$ cat config.mk
export PLATFORM = sky130hd
export DESIGN_NAME = dc_buffer_arbiter_ctrl
export DESIGN_NICKNAME = d
export VERILOG_FILES = /design/src/rtl/dc_buffer_arbiter_ctrl.sv
export SDC_FILE = /design/constraint.sdc
export NUM_CORES = 1
export LEC_CHECK = 0
export BUFFER_PORTS_ARGS = -buffer_cell sky130_fd_sc_hd__clkbuf_2
export CORE_MARGIN = 3
export CORE_UTILIZATION = 33
export CTS_CLUSTER_DIAMETER = 40
export DETAILED_ROUTE_END_ITERATION = 10
export GPL_ROUTABILITY_DRIVEN = 0
export PLACE_DENSITY = 0.78
export REMOVE_ABC_BUFFERS = 1
export SLEW_MARGIN = 20
export SYNTH_ARGS = -nofsm -noshare
export SYNTH_HDL_FRONTEND = slang
export SYNTH_SLANG_ARGS = --single-unit
$ cat constraint.sdc
create_clock -name clk -period 2.2 [get_ports clk]
set_clock_uncertainty 0.05 [all_clocks]
set_input_delay 0.22 -clock clk [delete_from_list [all_inputs] [get_ports clk]]
set_output_delay 0.22 -clock clk [all_outputs]
set_load 0.01 [all_outputs]
$ cat src/rtl/dc_buffer_arbiter_ctrl.sv
// dc_buffer_arbiter_ctrl: shares one dc_data_buffer between two round-robin
// arbitrated write requesters and a single valid/ready reader. Drives one-hot
// write/read pointers; the buffer head returns combinationally as out_data.
module dc_buffer_arbiter_ctrl #(
  parameter int DATA_WIDTH   = 32,
  parameter int BUFFER_DEPTH = 8,
  parameter int CNT_WIDTH    = $clog2(BUFFER_DEPTH) + 1
) (
  input  logic                    clk,
  input  logic                    rstn,
  input  logic                    flush,
  input  logic                    in0_valid,
  input  logic [DATA_WIDTH-1:0]   in0_data,
  output logic                    in0_ready,
  input  logic                    in1_valid,
  input  logic [DATA_WIDTH-1:0]   in1_data,
  output logic                    in1_ready,
  output logic [BUFFER_DEPTH-1:0] write_pointer,
  output logic [DATA_WIDTH-1:0]   write_data,
  output logic [BUFFER_DEPTH-1:0] read_pointer,
  input  logic [DATA_WIDTH-1:0]   read_data,
  output logic                    out_valid,
  output logic [DATA_WIDTH-1:0]   out_data,
  input  logic                    out_ready,
  output logic [CNT_WIDTH-1:0]    count,
  output logic                    full,
  output logic                    empty
);

  // Usable capacity is one less than the slot count so the write pointer
  // (which the buffer writes through every cycle) never lands on unread data.
  localparam logic [CNT_WIDTH-1:0] CAP = CNT_WIDTH'(BUFFER_DEPTH - 1);

  logic prio;     // 0: in0 preferred on contention, 1: in1 preferred
  logic grant0, grant1, push, pop;

  // Occupancy flags, arbitration and handshake decode
  always_comb begin
    full      = (count == CAP);
    empty     = (count == '0);
    grant0    = ~full & in0_valid & (~prio | ~in1_valid);
    grant1    = ~full & in1_valid & ( prio | ~in0_valid);
    in0_ready = grant0;
    in1_ready = grant1;
    push      = grant0 | grant1;
    out_valid = ~empty;
    pop       = out_valid & out_ready;
    write_data = grant1 ? in1_data : in0_data;
    out_data  = read_data;
  end

  // Pointer rotation, occupancy count and priority; flush reloads reset state
  always_ff @(posedge clk or negedge rstn) begin
    if (!rstn) begin
      write_pointer <= BUFFER_DEPTH'(1);
      read_pointer  <= BUFFER_DEPTH'(1);
      count         <= '0;
      prio          <= 1'b0;
    end else if (flush) begin
      write_pointer <= BUFFER_DEPTH'(1);
      read_pointer  <= BUFFER_DEPTH'(1);
      count         <= '0;
      prio          <= 1'b0;
    end else begin
      if (push) begin
        write_pointer <= {write_pointer[BUFFER_DEPTH-2:0], write_pointer[BUFFER_DEPTH-1]};
        // The loser of this grant gets preference next time
        prio          <= grant0;
      end
      if (pop)
        read_pointer <= {read_pointer[BUFFER_DEPTH-2:0], read_pointer[BUFFER_DEPTH-1]};
      if (push && !pop)
        count <= count + CNT_WIDTH'(1);
      else if (pop && !push)
        count <= count - CNT_WIDTH'(1);
    end
  end

endmodule

==> results of run 1 <==
[placed cells by master, fill, tap and decap left out, drive strengths merged, types with 2 or more instances in the layout]
cell / count
clkbuf: 109
buf: 48
nand2: 35
mux2: 32
dfrtp: 19
a21oi: 18
inv: 5
nor2: 4
nand3b: 4
o21ai: 3
nand3: 3
nor3: 2
nor3b: 2
ha: 2
dfstp: 2
or2: 2
[metal layers]
layer | GRT usage (%) | vias to the layer above
li1 | - | 846
met1 | 19.21 | 903
met2 | 23.59 | 115
met3 | 11.73 | 4
met4 | 1.993 | 0
met5 | 5.833 | -
[cells by family (layout without fill, tap and decap cells)]
family	after synthesis	in the layout
flip-flops	21	21
buffers and inverters	45	165
XOR/XNOR	1	1
multiplexers	33	33
AO/OA/AOI/OAI	26	26
adder cells (fa/ha/maj)	3	3
AND/OR/NAND/NOR	57	57
[repair_timing]
item                       in CTS  in global routing
pin swaps                       1                  9
setup buffers                   5                 12
hold endpoints to repair       19                  0
gates resized for setup         7                 58
hold buffers                    1                  0
gates cloned                    2                  2
setup endpoints to repair      32                 34
[layout make-up]
class,count,area [um2]
multi-input cells,120,1085
flip-flops and latches,21,529.3
fillers,494,2665
well taps,72,90.09
repair buffers,155,1099
clock inverters,1,7.507
inverters,6,23.77
clock buffers,3,41.29
[flip-flops by register name (all words and copies together) (netlist names)]
name / cells
count: 4
prio: 1
read_pointer: 8
write_pointer: 8
[power by group through the flow]
stage | logic, W | registers [W] | clock network (W)
4_1_cts | 0.00116 | 0.000482 | 0.000264
6_report | 0.00153 | 0.000490 | 0.000256
2_1_floorplan | 0.000549 | 0.000573 | 0
5_1_grt | 0.00163 | 0.000495 | 0.000281
3_5_place_dp | 0.00103 | 0.000514 | 0
3_3_place_gp | 0.000992 | 0.000510 | 0
[worst max-delay path: cells and delay by family (launching register included)]
family	cells	cell delay [ns]
DFF	1	0.41
AOI/OAI and AO/OA	2	0.70
buffers and inverters	2	0.29
muxes	1	0.08
adders and majority gates	1	0.27
and+or+nand+nor	3	0.30
[final timing paths]
path,from,endpoint,slack [ns],cells past startpoint
worst max register to register,count[2],count[3],-0.02,9
worst min-delay path,in1_valid,prio,0.36,5
worst min register to register,write_pointer[0],write_pointer[0],0.46,2
max in group asynchronous,rstn,count[2],1.31,2
min in group asynchronous,rstn,write_pointer[5],0.41,2
worst max-delay path,count[2],count[3],-0.02,9
[per-stage QoR]
stage,std cells,setup TNS (ns),power (W)
final,378,-0.05085,0.002276
after global routing,378,-1.063,0.002409
after CTS,365,-0.03301,0.001904
after detailed placement,353,0,0.001546
after global placement,353,0,0.001502
after floorplan,147,-14.60,0.001122
==> flow_summary.toml, run 1 <==
[placement]
numPortBuffers = 126
hpwl_um = 4983
placed_cell_area_um2 = 2365
place_ws_ns = 0.03325

[synthesis]
netlist_top_cells_count = "nand2_1, buf_4, mux2_4"
yosysMostFrequentCell = "nand2_1"
synth_xor_area_share_pct = 0.4605
synth-compound-area-share_pct = 9.408
avgSynthCellArea_um2 = 10.22
synth_async_sr_flop_share_pct = 100.0
yosys.area.top_type_share_pct = 25.00
syn_area_um2 = 1902
yosysSeqAreaShare_pct = 27.76
synth_cells = 186
yosysUniqueCellTypes = 37
yosys.area_share.simple_pct = 16.18
synth_flop_cell = "dfrtp_1"
synth_top_family_by_area = "multiplexers"
yosys_warnings = 0
synthMuxAreaShare_pct = 25.20
synth.area.top_cells = "dfrtp_1, mux2_4, buf_4"
synth_fa_ha_area_share_pct = 2.368
yosysTopAreaCell = "dfrtp_1"
ys_seq_elements = 21
synth_edf_count = 0

[drt]
drc = 0
vias = 1868
drt-pass1-iter-count = 4
met2_length_um = 3400
routedWlPerCell_um = 18.66
viasPerCell = 4.942
topRoutingLayerUsed = "met4"
dr_wl_met3_um = 930
ant_nets = 0
drtIter0Drc = 36
wl_met1_um = 2685
wl_um = 7053

[floorplanning]
ios = 191
start_util_pct = 34.33
die_h_um = 81.92
num_rows = 27
fp.dieW_um = 81.92
core_area_um2 = 5540
dieArea_um2 = 6710

[clock_network]
clockBufferDepth = 2
htree_levels = 1
cts.sinks = 21
worstSkewPairLatency_ns = 0.26
cts_tree = "yes"
path_clk_slew_ns = 0.08
cts_buffers = 3
cts_root_buf = "clkbuf_8"

[timing]
hold_viol = 0
period_minus_slack_ns = 2.222
post-route-period-util_pct = 101.0
rsz0062_at_grt = "yes"
slew_headroom_pct = 64.96
whs_ns = 0.3594
setup_viol = 5
fin_ws_ns = -0.02234
tightest_slew_ns = 0.5256
max_freq_ghz = 0.4500
finalMaxSlewViolations = 0

[power_and_ir_drop]
intPower_w = 0.001394
ir_drop_uv = 444.7
power_leakage_nw = 1.566
pwr-share-comb_pct = 67.2
p_clk_share_pct = 11.2
switchingPower_w = 0.0008820
swShare_pct = 38.75
power_density_nw_per_um2 = 791.7
seq_power_share_pct = 21.5

[cells_and_area]
layout.nets = 412
antenna_cells = 0
area_growth_pct = 51.18
drive_above_1_share_pct = 68.95
fin_util_pct = 51.90
design_area_um2 = 2875

[global_route]
antenna_found_initial = 0
grt_pass1_vias = 1522
grt_pass1_wl_um = 8017
grt_overflow = 0
grt_start_max_net_pins = 24
grt.total_usage_pct = 16.15

[status]
status = "finished with violations"
violations = "setup timing"

[min_path]
hold_class = "in2reg"

[setup_path]
crit_path_cell_trace = "buf_6, o41ai_4, nand3_4, buf_6, ha_4, nand3_4, nand3_1, mux2i_1, a211o_1"
startpoint_type = "flip-flop"
crit_required_ns = 2.29
cp_slowest_cell = "dfrtp_2"
critical_path.max_stage_delay_ns = 0.41
criticalPathCategory = "reg2reg"
crit_arrival_ns = 2.32
end_kind = "flip-flop"
worst-path-max-fanout = 4

[job]
maxCapViolCount = 0
Note: power is estimated with default switching activity, not from simulation.
==> run 2: changes to the inputs <==
--- a/config.mk
+++ b/config.mk
@@ -7,11 +7,11 @@
 export LEC_CHECK = 0
 export BUFFER_PORTS_ARGS = -buffer_cell sky130_fd_sc_hd__clkbuf_2
 export CORE_MARGIN = 3
-export CORE_UTILIZATION = 33
+export CORE_UTILIZATION = 39
 export CTS_CLUSTER_DIAMETER = 40
 export DETAILED_ROUTE_END_ITERATION = 10
 export GPL_ROUTABILITY_DRIVEN = 0
-export PLACE_DENSITY = 0.78
+export PLACE_DENSITY = 0.87
 export REMOVE_ABC_BUFFERS = 1
 export SLEW_MARGIN = 20
 export SYNTH_ARGS = -nofsm -noshare
==> constraint.sdc (replaced) <==
create_clock -name clk -period 2.9 [get_ports clk]
set_clock_uncertainty 0.05 [all_clocks]
set_input_delay 0.29 -clock clk [delete_from_list [all_inputs] [get_ports clk]]
set_output_delay 0.29 -clock clk [all_outputs]
set_load 0.01 [all_outputs]
==> run 2 against run 1 <==
  * Setup slack gained 0.34 ns
  * Final cell count shrank 8.7%
  * Register-to-register slack better by 0.46 ns
  * The run now ends clean
  * Total power shrank 43%
  * Design area fell by 18%
  * Highest routed layer unchanged
==> flow_summary.toml, run 2 (synthesized netlist as in run 1, its figures left out) <==
[setup_path]
worst-path-max-fanout = 33
criticalPathCategory = "reg2out"
r2r-end = "count[3]"
rrSetupSlack_ns = 0.44
r2r_cells = 6
startpoint_type = "flip-flop"
crit_path_end = "write_data[31]"
cp-startpoint = "count[0]"
end_kind = "primary output"
crit_arrival_ns = 2.24
crit_required_ns = 2.56
crit-reg2reg-launch = "count[0]"

[global_route]
grt_start_max_net_pins = 34
grt_pass1_wl_um = 9177
grt_pass1_vias = 1628
antenna_found_initial = 0
grt_overflow = 0
grt.total_usage_pct = 22.30

[power_and_ir_drop]
pwr-share-comb_pct = 54.3
seq_power_share_pct = 31.4
intPower_w = 0.0007724
swShare_pct = 40.96
power_leakage_nw = 1.341
p_clk_share_pct = 14.3
power_density_nw_per_um2 = 555.0
ir_drop_uv = 403.7
switchingPower_w = 0.0005358

[clock_network]
worstSkewPairLatency_ns = 0.26
cts_buffers = 3
clockBufferDepth = 2
cts.sinks = 21
cts_root_buf = "clkbuf_8"
path_clk_slew_ns = 0.07
cts_tree = "yes"
htree_levels = 1

[cells_and_area]
layout.nets = 386
drive_above_1_share_pct = 63.93
final_cells = 345
reg.largest.list = "read_pointer: 8 flops, write_pointer: 8 flops, count: 4 flops"
area_growth_pct = 23.95
antenna_cells = 0
final_common_cell = "clkbuf_2"
final_cell_mix = "clkbuf_2, nand2_1, mux2_4"

[timing]
slew_headroom_pct = 59.77
tightest_slew_ns = 0.6034
rsz0062_at_grt = "no"
setup_viol = 0
finalMaxSlewViolations = 0
post-route-period-util_pct = 89.05
fin_setup_tns_ns = 0
max_freq_ghz = 0.3872
hold_viol = 0
period_minus_slack_ns = 2.583

[floorplanning]
ios = 191
num_rows = 24
die_h_um = 75.83
start_util_pct = 41.94
core_area_um2 = 4534
dieArea_um2 = 5750
fp.dieW_um = 75.83

[min_path]
hold_class = "in2reg"

[drt]
drc = 0
viasPerCell = 5.026
vias = 1734
wl_um = 6872
drt-pass1-iter-count = 4
ant_nets = 0
drtIter0Drc = 117
routedWlPerCell_um = 19.92

[placement]
hpwl_um = 5735
numPortBuffers = 126
place_inst = 340

[job]
maxCapViolCount = 0

[status]
status = "finished, final reports clean"
==> run 2: cell types whose count changed in the layout (fill, tap and decap cells not counted), moves of 2 or more <==
cell | before | now
buf_6 | 28 | 0
buf_4 | 17 | 2
ha_4 | 2 | 0
mux2_2 | 0 | 3
mux2_4 | 32 | 29
ha_1 | 0 | 2
buf_16 | 2 | 0
clkbuf_2 | 104 | 126
clkbuf_16 | 2 | 0
==> run 2: layout make-up <==
| cell class | instances | area, um2 |
|---|---|---|
| clock inverters | 1 | 5.005 |
| fillers | 416 | 2177 |
| inverters | 6 | 23.77 |
| flip-flops and latches | 21 | 528.0 |
| repair buffers | 129 | 655.6 |
| well taps | 65 | 81.33 |
| multi-input cells | 120 | 1022 |
| clock buffers | 3 | 41.29 |
==> run 2: worst min path at each step <==
stage	slack (ns)	depth (start not counted)	to	start
finish	0.34	4	prio	in1_valid
global route	0.41	4	prio	in1_valid
CTS	0.34	4	prio	in1_valid
detailed placement	0.23	1	read_pointer[5]	rstn
global placement	0.22	1	read_pointer[6]	rstn
floorplan	-0.06	0	count[0]	rstn
==> run 2: critical path, cell delays in order, from the launching register on <==
cell	delay, ns
dfrtp_1	0.57
nand4b_4	0.22
nand2_2	0.13
or2_4	0.51
mux2_2	0.40
clkbuf_2	0.13
==> run 2: stage by stage <==
stage | area, um2 | worst slack, ns | hold slack [ns] | utilization [%] | power (W)
detailed placement | 2298 | 0.3109 | 0.2310 | 50.69 | 0.001128
CTS | 2355 | 0.01293 | 0.3378 | 51.93 | 0.001320
finish | 2357 | 0.3174 | 0.3403 | 51.99 | 0.001308
global placement | 2298 | 0.3982 | 0.2250 | 50.69 | 0.001105
floorplan | 1572 | 0.1103 | -0.05559 | - | 0.0008513
global route | 2357 | 0.1915 | 0.4096 | 51.99 | 0.001416
==> run 2: what timing repair did <==
action,CTS,global route
setup buffers,0,0
hold buffers,1,0
hold endpoints to repair,19,0
resized for setup,0,1
endpoints found under the setup margin,0,32
==> run 2: layer usage <==
metal / GRT usage [%] / routed length (um)
met4: 3.689 / 68
met2: 34.41 / 3132
met1: 26.55 / 2544
met3: 14.38 / 1127
met5: 0 / 0
==> run 2: power by group through the flow <==
stage	Sequential, W	Clock (W)	Combinational, W
2_1_floorplan	0.000435	0	0.000416
3_5_place_dp	0.000416	0	0.000712
4_1_cts	0.000410	0.000194	0.000716
3_3_place_gp	0.000407	0	0.000697
5_1_grt	0.000419	0.000206	0.000792
6_report	0.000411	0.000187	0.000710
